File: src/rtl/uart_rx_pkt_ctrl.sv
// Packet controller behind uart_rx: sync hunt, length/payload/checksum parse, buffered drain.
// Optional inter-word timeout enabled by defining UART_RX_PKT_TIMEOUT_EN.
module uart_rx_pkt_ctrl #(
    parameter int               WIDTH         = 8,
    parameter int               MAX_LEN       = 16,
    parameter logic [WIDTH-1:0] SYNC_WORD     = 'hA5,
    parameter int               TIMEOUT_TICKS = 480
) (
    input  logic             clock,
    input  logic             reset,
    input  logic             rx_ready,
    input  logic [WIDTH-1:0] rx_data,
    output logic             rx_can_receive,
    output logic             out_valid,
    output logic [WIDTH-1:0] out_data,
    output logic             out_last,
    input  logic             out_ready,
    output logic             frame_ok,
    output logic             frame_err,
    output logic [1:0]       err_code
);

    localparam int               IDXW      = $clog2(MAX_LEN + 1);
    localparam int               AW        = $clog2(MAX_LEN);
    localparam logic [WIDTH-1:0] MAX_LEN_W = WIDTH'(MAX_LEN);

    if (MAX_LEN < 2 || TIMEOUT_TICKS < 2 || WIDTH < IDXW) begin : g_bad_param
        $error("uart_rx_pkt_ctrl: unsupported parameter combination");
    end

    // states: HUNT seek sync | LEN length word | PAYLOAD store words | CSUM check sum | DRAIN stream out
    typedef enum logic [2:0] {HUNT, LEN, PAYLOAD, CSUM, DRAIN} state_t;

    state_t            state, state_nxt;
    logic [IDXW-1:0]   len_q, wr_idx, rd_idx, wr_next, rd_next;
    logic [WIDTH-1:0]  sum_q, csum_total;
    logic [WIDTH-1:0]  pkt_mem [MAX_LEN];
    logic              ok_nxt, err_nxt;
    logic [1:0]        code_nxt;
    logic              accept, handshake, active, timeout;

    assign rx_can_receive = (state != DRAIN);
    assign accept         = rx_ready && rx_can_receive;
    assign out_valid      = (state == DRAIN);
    assign handshake      = out_valid && out_ready;
    assign wr_next        = wr_idx + IDXW'(1);
    assign rd_next        = rd_idx + IDXW'(1);
    assign csum_total     = sum_q + rx_data;
    assign out_data       = out_valid ? pkt_mem[rd_idx[AW-1:0]] : '0;
    assign out_last       = out_valid && (rd_next == len_q);
    assign active         = (state == LEN) || (state == PAYLOAD) || (state == CSUM);

`ifdef UART_RX_PKT_TIMEOUT_EN
    localparam int TW = $clog2(TIMEOUT_TICKS + 1);
    logic [TW-1:0] timer;

    // Down-counter reloaded on every accepted word (including the sync that enters LEN).
    always_ff @(posedge clock) begin
        if (reset) begin
            timer <= '0;
        end else if (accept) begin
            timer <= TW'(TIMEOUT_TICKS);
        end else if (active) begin
            timer <= timer - TW'(1);
        end
    end

    assign timeout = active && !accept && (timer == TW'(1));
`else
    assign timeout = 1'b0;
`endif

    always_comb begin
        state_nxt = state;
        ok_nxt    = 1'b0;
        err_nxt   = 1'b0;
        code_nxt  = err_code;
        case (state)
            HUNT: begin
                if (accept && rx_data == SYNC_WORD) state_nxt = LEN;
            end
            LEN: begin
                if (accept) begin
                    if (rx_data == '0 || rx_data > MAX_LEN_W) begin
                        state_nxt = HUNT;
                        err_nxt   = 1'b1;
                        code_nxt  = 2'd1;
                    end else begin
                        state_nxt = PAYLOAD;
                    end
                end else if (timeout) begin
                    state_nxt = HUNT;
                    err_nxt   = 1'b1;
                    code_nxt  = 2'd3;
                end
            end
            PAYLOAD: begin
                if (accept) begin
                    if (wr_next == len_q) state_nxt = CSUM;
                end else if (timeout) begin
                    state_nxt = HUNT;
                    err_nxt   = 1'b1;
                    code_nxt  = 2'd3;
                end
            end
            CSUM: begin
                if (accept) begin
                    if (csum_total == '0) begin
                        state_nxt = DRAIN;
                        ok_nxt    = 1'b1;
                    end else begin
                        state_nxt = HUNT;
                        err_nxt   = 1'b1;
                        code_nxt  = 2'd2;
                    end
                end else if (timeout) begin
                    state_nxt = HUNT;
                    err_nxt   = 1'b1;
                    code_nxt  = 2'd3;
                end
            end
            DRAIN: begin
                if (handshake && out_last) state_nxt = HUNT;
            end
            default: state_nxt = HUNT;
        endcase
    end

    always_ff @(posedge clock) begin
        if (reset) begin
            state     <= HUNT;
            len_q     <= '0;
            sum_q     <= '0;
            wr_idx    <= '0;
            rd_idx    <= '0;
            frame_ok  <= 1'b0;
            frame_err <= 1'b0;
            err_code  <= 2'd0;
        end else begin
            state     <= state_nxt;
            frame_ok  <= ok_nxt;
            frame_err <= err_nxt;
            err_code  <= code_nxt;
            if (accept && state == LEN) begin
                len_q  <= rx_data[IDXW-1:0];
                sum_q  <= rx_data;
                wr_idx <= '0;
                rd_idx <= '0;
            end
            if (accept && state == PAYLOAD) begin
                sum_q  <= csum_total;
                wr_idx <= wr_next;
            end
            if (handshake) rd_idx <= rd_next;
        end
    end

    // Buffer contents need no reset: out_data is gated by out_valid.
    always_ff @(posedge clock) begin
        if (!reset && accept && state == PAYLOAD) pkt_mem[wr_idx[AW-1:0]] <= rx_data;
    end

endmodule

File: config.mk
export PLATFORM = sky130hd
export DESIGN_NAME = uart_rx_pkt_ctrl
export DESIGN_NICKNAME = d
export VERILOG_FILES = /design/src/rtl/uart_rx_pkt_ctrl.sv
export SDC_FILE = /design/constraint.sdc
export NUM_CORES = 1
export LEC_CHECK = 0
export ABC_AREA = 1
export ABC_CLOCK_PERIOD_IN_PS = 3650
export BUFFER_PORTS_ARGS = -buffer_cell sky130_fd_sc_hd__buf_2
export CAP_MARGIN = 20
export CORE_AREA = 2 2 123 125
export DETAILED_ROUTE_END_ITERATION = 16
export DIE_AREA = 0 0 125 127
export PLACE_DENSITY = 0.66
export SLEW_MARGIN = 10
export SYNTH_ARGS = -nofsm -noshare
export SYNTH_HDL_FRONTEND = slang
export SYNTH_SLANG_ARGS = --single-unit
File: constraint.sdc
create_clock -name clock -period 3.65 [get_ports clock]
set_input_delay 0.73 -clock clock [delete_from_list [all_inputs] [get_ports clock]]
set_output_delay 0.73 -clock clock [all_outputs]
set_load 0.02 [all_outputs]
==> summary by stage <==
Setup path
Following the worst setup path forward leads to its endpoint at out_data[1]. The critical path crosses 8 cells after its start point. Traced cell by cell, the critical path runs through buf_4 -> inv_1 -> buf_4 -> o21ai_0 -> o221ai_1 -> nand3_1 -> a21oi_1 -> buf_2. At the worst endpoint, the required time is 2920 ps. The startpoint identified for the worst register-to-register timing path is state[1]. The length in cells of the worst reg-to-reg path is 6. The arrival time at the worst endpoint is 2300 ps. The endpoint identified for the worst register-to-register timing path is pkt_mem[0][4]. The worst path buffer plus inverter count is 4. The delay of the slowest critical-path stage is 380 ps. The kind of cell adding the most delay to the critical path is buffers and inverters.

The reg-to-reg setup timing slack is around 1400 ps. In this design, the critical path's most frequently occurring cell is sky130_fd_sc_hd__buf_4. The slowest cell on the critical path is sky130_fd_sc_hd__dfxtp_1. The critical-path maximum fanout is 19.

The element type at the critical path start is a flip-flop. The type of the setup path with the least slack is reg -> out. The worst setup path is captured at a primary output.

Routing
The final wirelength is 16700 um. The detailed router placed slightly above 5k vias in this run. The first-pass iteration count of the detailed router is 6. After the first detailed-routing iteration, the DRC count stood at about 500. In the routed layout, each cell is associated on average with a via count of roughly 5.7. The count of nets left with antenna violations once routing finished came out at 0. After detailed routing, the number of remaining DRC violations is 0.

The routed wire length per instance is around 18 um. After detailed routing, the met3 layer carries 961 um of wire. Routed signal wires occupy layers up through met4. In the final routing, the length of wire on met1 measures 7320 um. The wire length on met2 is 8200 um.

STA
Setup repair after global routing left no endpoint under its margin. In the final timing run, aggregate negative setup slack is 0 ps. The worst path in the final design needs a cycle of 3030 ps, including I/O delays and setup. The transition at the pin with the smallest max-transition slack is 904 ps. Setup violations remaining at the end of the flow were counted as 0. The clock skew is 5.52 ps. In the finished design, the share of the clock period the worst path needs comes to 0.830. Hold is met by roughly 460 ps.

The least setup slack across all paths after layout is 621 ps. The number of pins with negative max-slew slack in the final report is 0. In this run the tightest slew margin relative to its limit is 0.395.

For this run, the top clock speed supported by timing is 330 MHz. The number of endpoints with negative hold slack in the final report is 0.

Placed design
The last weighted congestion value of the routability-driven placer is 0.862. The pre-CTS setup slack is slightly above 900 ps. The post-detailed-placement half-perimeter wirelength is 11100 um. Port buffering added 26 buffers.

Clock tree
The maximum level of the CTS H-tree is 4. The tree is rooted in a sky130_fd_sc_hd__clkbuf_16. The total clock buffers created by CTS is 17. Clock-pin slew was measured on the worst setup and hold paths at 60 ps. The buffer depth of the longest clock path is 2. CTS saw around 160 sinks. The post-cts gate resize count is 0. The clock network latency to the later pin of the worst-skew pair is 420 ps. The clock tree from TritonCTS is built. Buffers added to address setup during post-CTS repair amount to 0. The quantity of hold-fixing buffers added after cts is 0.

Pwr
VDD sags by at most 0.364 mV. For this design the static power due to leakage is approximately 2.9 nW. The power density relative to cell area is 568 mW/mm^2.

Die
For this configuration, the core starts out at a cell density of 0.495. Row generation in the floorplan step produced 44 rows. The top-level port count is 27.

The die width is 125 um. The region available for standard cell placement spans 0.0144 mm^2. The die height is roughly 130 um. The total die area is 0.0159 mm^2.

Finish
The number of inserted diodes is 0. The synthesis-to-finish area growth is 12.6%. The fraction of final layout cells with drive strength greater than 1 is 0.108. The core utilization of the finished layout is 0.557. The final net count is 744.

Synth
For this run, the register share of the synthesized area comes to 0.634. The leading register cell type out of synthesis is sky130_fd_sc_hd__edfxtp_1. The synthesized area is 0.00714 mm^2. The cell type contributing the most total cell area after synthesis is sky130_fd_sc_hd__edfxtp_1. In this run the mean area of a mapped cell was 10.4 um^2.

Counting flops with an async set or reset pin after synthesis yields a share of 0. Counting flops with a built-in enable in the synthesized netlist gives 128. The proportion of netlist area held by the largest area contributor is 0.539. The synthesized net count is 714. The most common cell in the synthesized netlist is sky130_fd_sc_hd__edfxtp_1.

Synthesis produced a netlist whose cell count is 689. The Yosys step of the flow raised 0 warnings. In this run, synthesis produced a sequential element count of around 160. The number of distinct library cells after synthesis is 36. After synthesis, the cell types taking the most area are sky130_fd_sc_hd__edfxtp_1 (54%), sky130_fd_sc_hd__dfxtp_1 (9.5%), sky130_fd_sc_hd__nand2_1 (5.7%), sky130_fd_sc_hd__nor2_1 (5.4%), sky130_fd_sc_hd__o21ai_0 (4.8%). After synthesis, the most frequently instantiated cells are sky130_fd_sc_hd__edfxtp_1 (128), sky130_fd_sc_hd__nand2_1 (108), sky130_fd_sc_hd__nor2_1 (103), sky130_fd_sc_hd__o21ai_0 (69), sky130_fd_sc_hd__inv_1 (44).

Job
Across the run, the number of max-cap violations was 0.

GRT
The first global-routing pass estimated 26700 um of wire. The number of antenna violations at the first check in global routing came to 0. The via count of the first global-routing pass is 5022. Entering global routing, the biggest net connects 47 pins.

The total overflow left after global routing is 0. The overall track demand over capacity in global routing is 0.218.

Min path
The class of the tightest hold or removal check is reg -> reg.

Outcome
The flow ran to the end, and the final reports show no timing, DRC or antenna violations.
[area by class of cell]
type	instances	area, um^2
clock inverters	13	120
repair buffers	42	263
clock buffers	18	429
multi-input cells	447	2280
flip-flops and latches	162	4530
inverters	49	184
fillers	1259	6390
well taps	184	230
[worst register-to-register path, delay by kind of cell (launching register included)]
| family | cells | cell delay [ps] |
|---|---|---|
| AND/OR/NAND/NOR | 5 | 1360 |
| flip-flops | 1 | 460 |
| buffers and inverters | 1 | 70 |
[per-layer routing]
layer | up-vias | GRT usage
met1 | 2517 | 0.285
met3 | 21 | 0.0431
met2 | 148 | 0.367
li1 | 2503 | -
met4 | 0 | 0.0778
met5 | - | 0
[power by group]
group / total, W / leakage (nW) / switching (W) / internal [W]
Sequential: 0.00210 / 1.43 / 0.0000568 / 0.00205
Combinational: 0.000788 / 1.19 / 0.000545 / 0.000243
Clock: 0.00167 / 0.268 / 0.000681 / 0.000988
[cells by family after synthesis]
| logic type | synth area share |
|---|---|
| buffers and inverters | 0.0465 |
| AO/OA/AOI/OAI | 0.126 |
| XOR/XNOR | 0.00614 |
| AND/OR/NAND/NOR | 0.164 |
| flip-flops | 0.634 |
| adder cells (fa/ha/maj) | 0.0238 |
[per-stage QoR]
| stage | power [W] | instances | instance area [um^2] |
|---|---|---|---|
| 2_1_floorplan | 0.00270 | 689 | 7140 |
| 3_5_place_dp | 0.00292 | 884 | 7480 |
| 6_report | 0.00456 | 915 | 8030 |
| 3_3_place_gp | 0.00290 | 884 | 7480 |
| 4_1_cts | 0.00458 | 915 | 8030 |
| 5_1_grt | 0.00475 | 915 | 8030 |
[worst min path at each step]
| stage | start | end | slack, ps | depth (start not counted) |
|---|---|---|---|---|
| 5_1_grt | err_code[1] | err_code[1] | 520 | 2 |
| 4_1_cts | err_code[1] | err_code[1] | 470 | 2 |
| 3_5_place_dp | err_code[1] | err_code[1] | 460 | 2 |
| 6_report | err_code[1] | err_code[1] | 460 | 2 |
| 2_1_floorplan | wr_idx[4] | wr_idx[4] | 450 | 2 |
| 3_3_place_gp | err_code[1] | err_code[1] | 450 | 2 |
[state kept, by name, summed over array words and instances (netlist names), named ones only]
signal / cells
state: 3
frame_err: 1
pkt_mem: 128
frame_ok: 1
sum_q: 8
err_code: 2
wr_idx: 5
len_q: 5
rd_idx: 5
[cells in the final DEF (no fill, tap or decap), drive strengths merged, types with 3 or more instances in the layout]
master / instances
a31oi: 3
ha: 12
o21ai: 72
nor2: 106
o221ai: 24
edfxtp: 128
dfxtp: 34
clkbuf: 18
xnor2: 3
nand3: 42
a21oi: 33
nand2: 108
inv: 48
o22ai: 8
o211ai: 8
buf: 42
nor4: 3
nand4: 8
clkinv: 10
nor3: 7
Power figures use the tool's default switching activity.
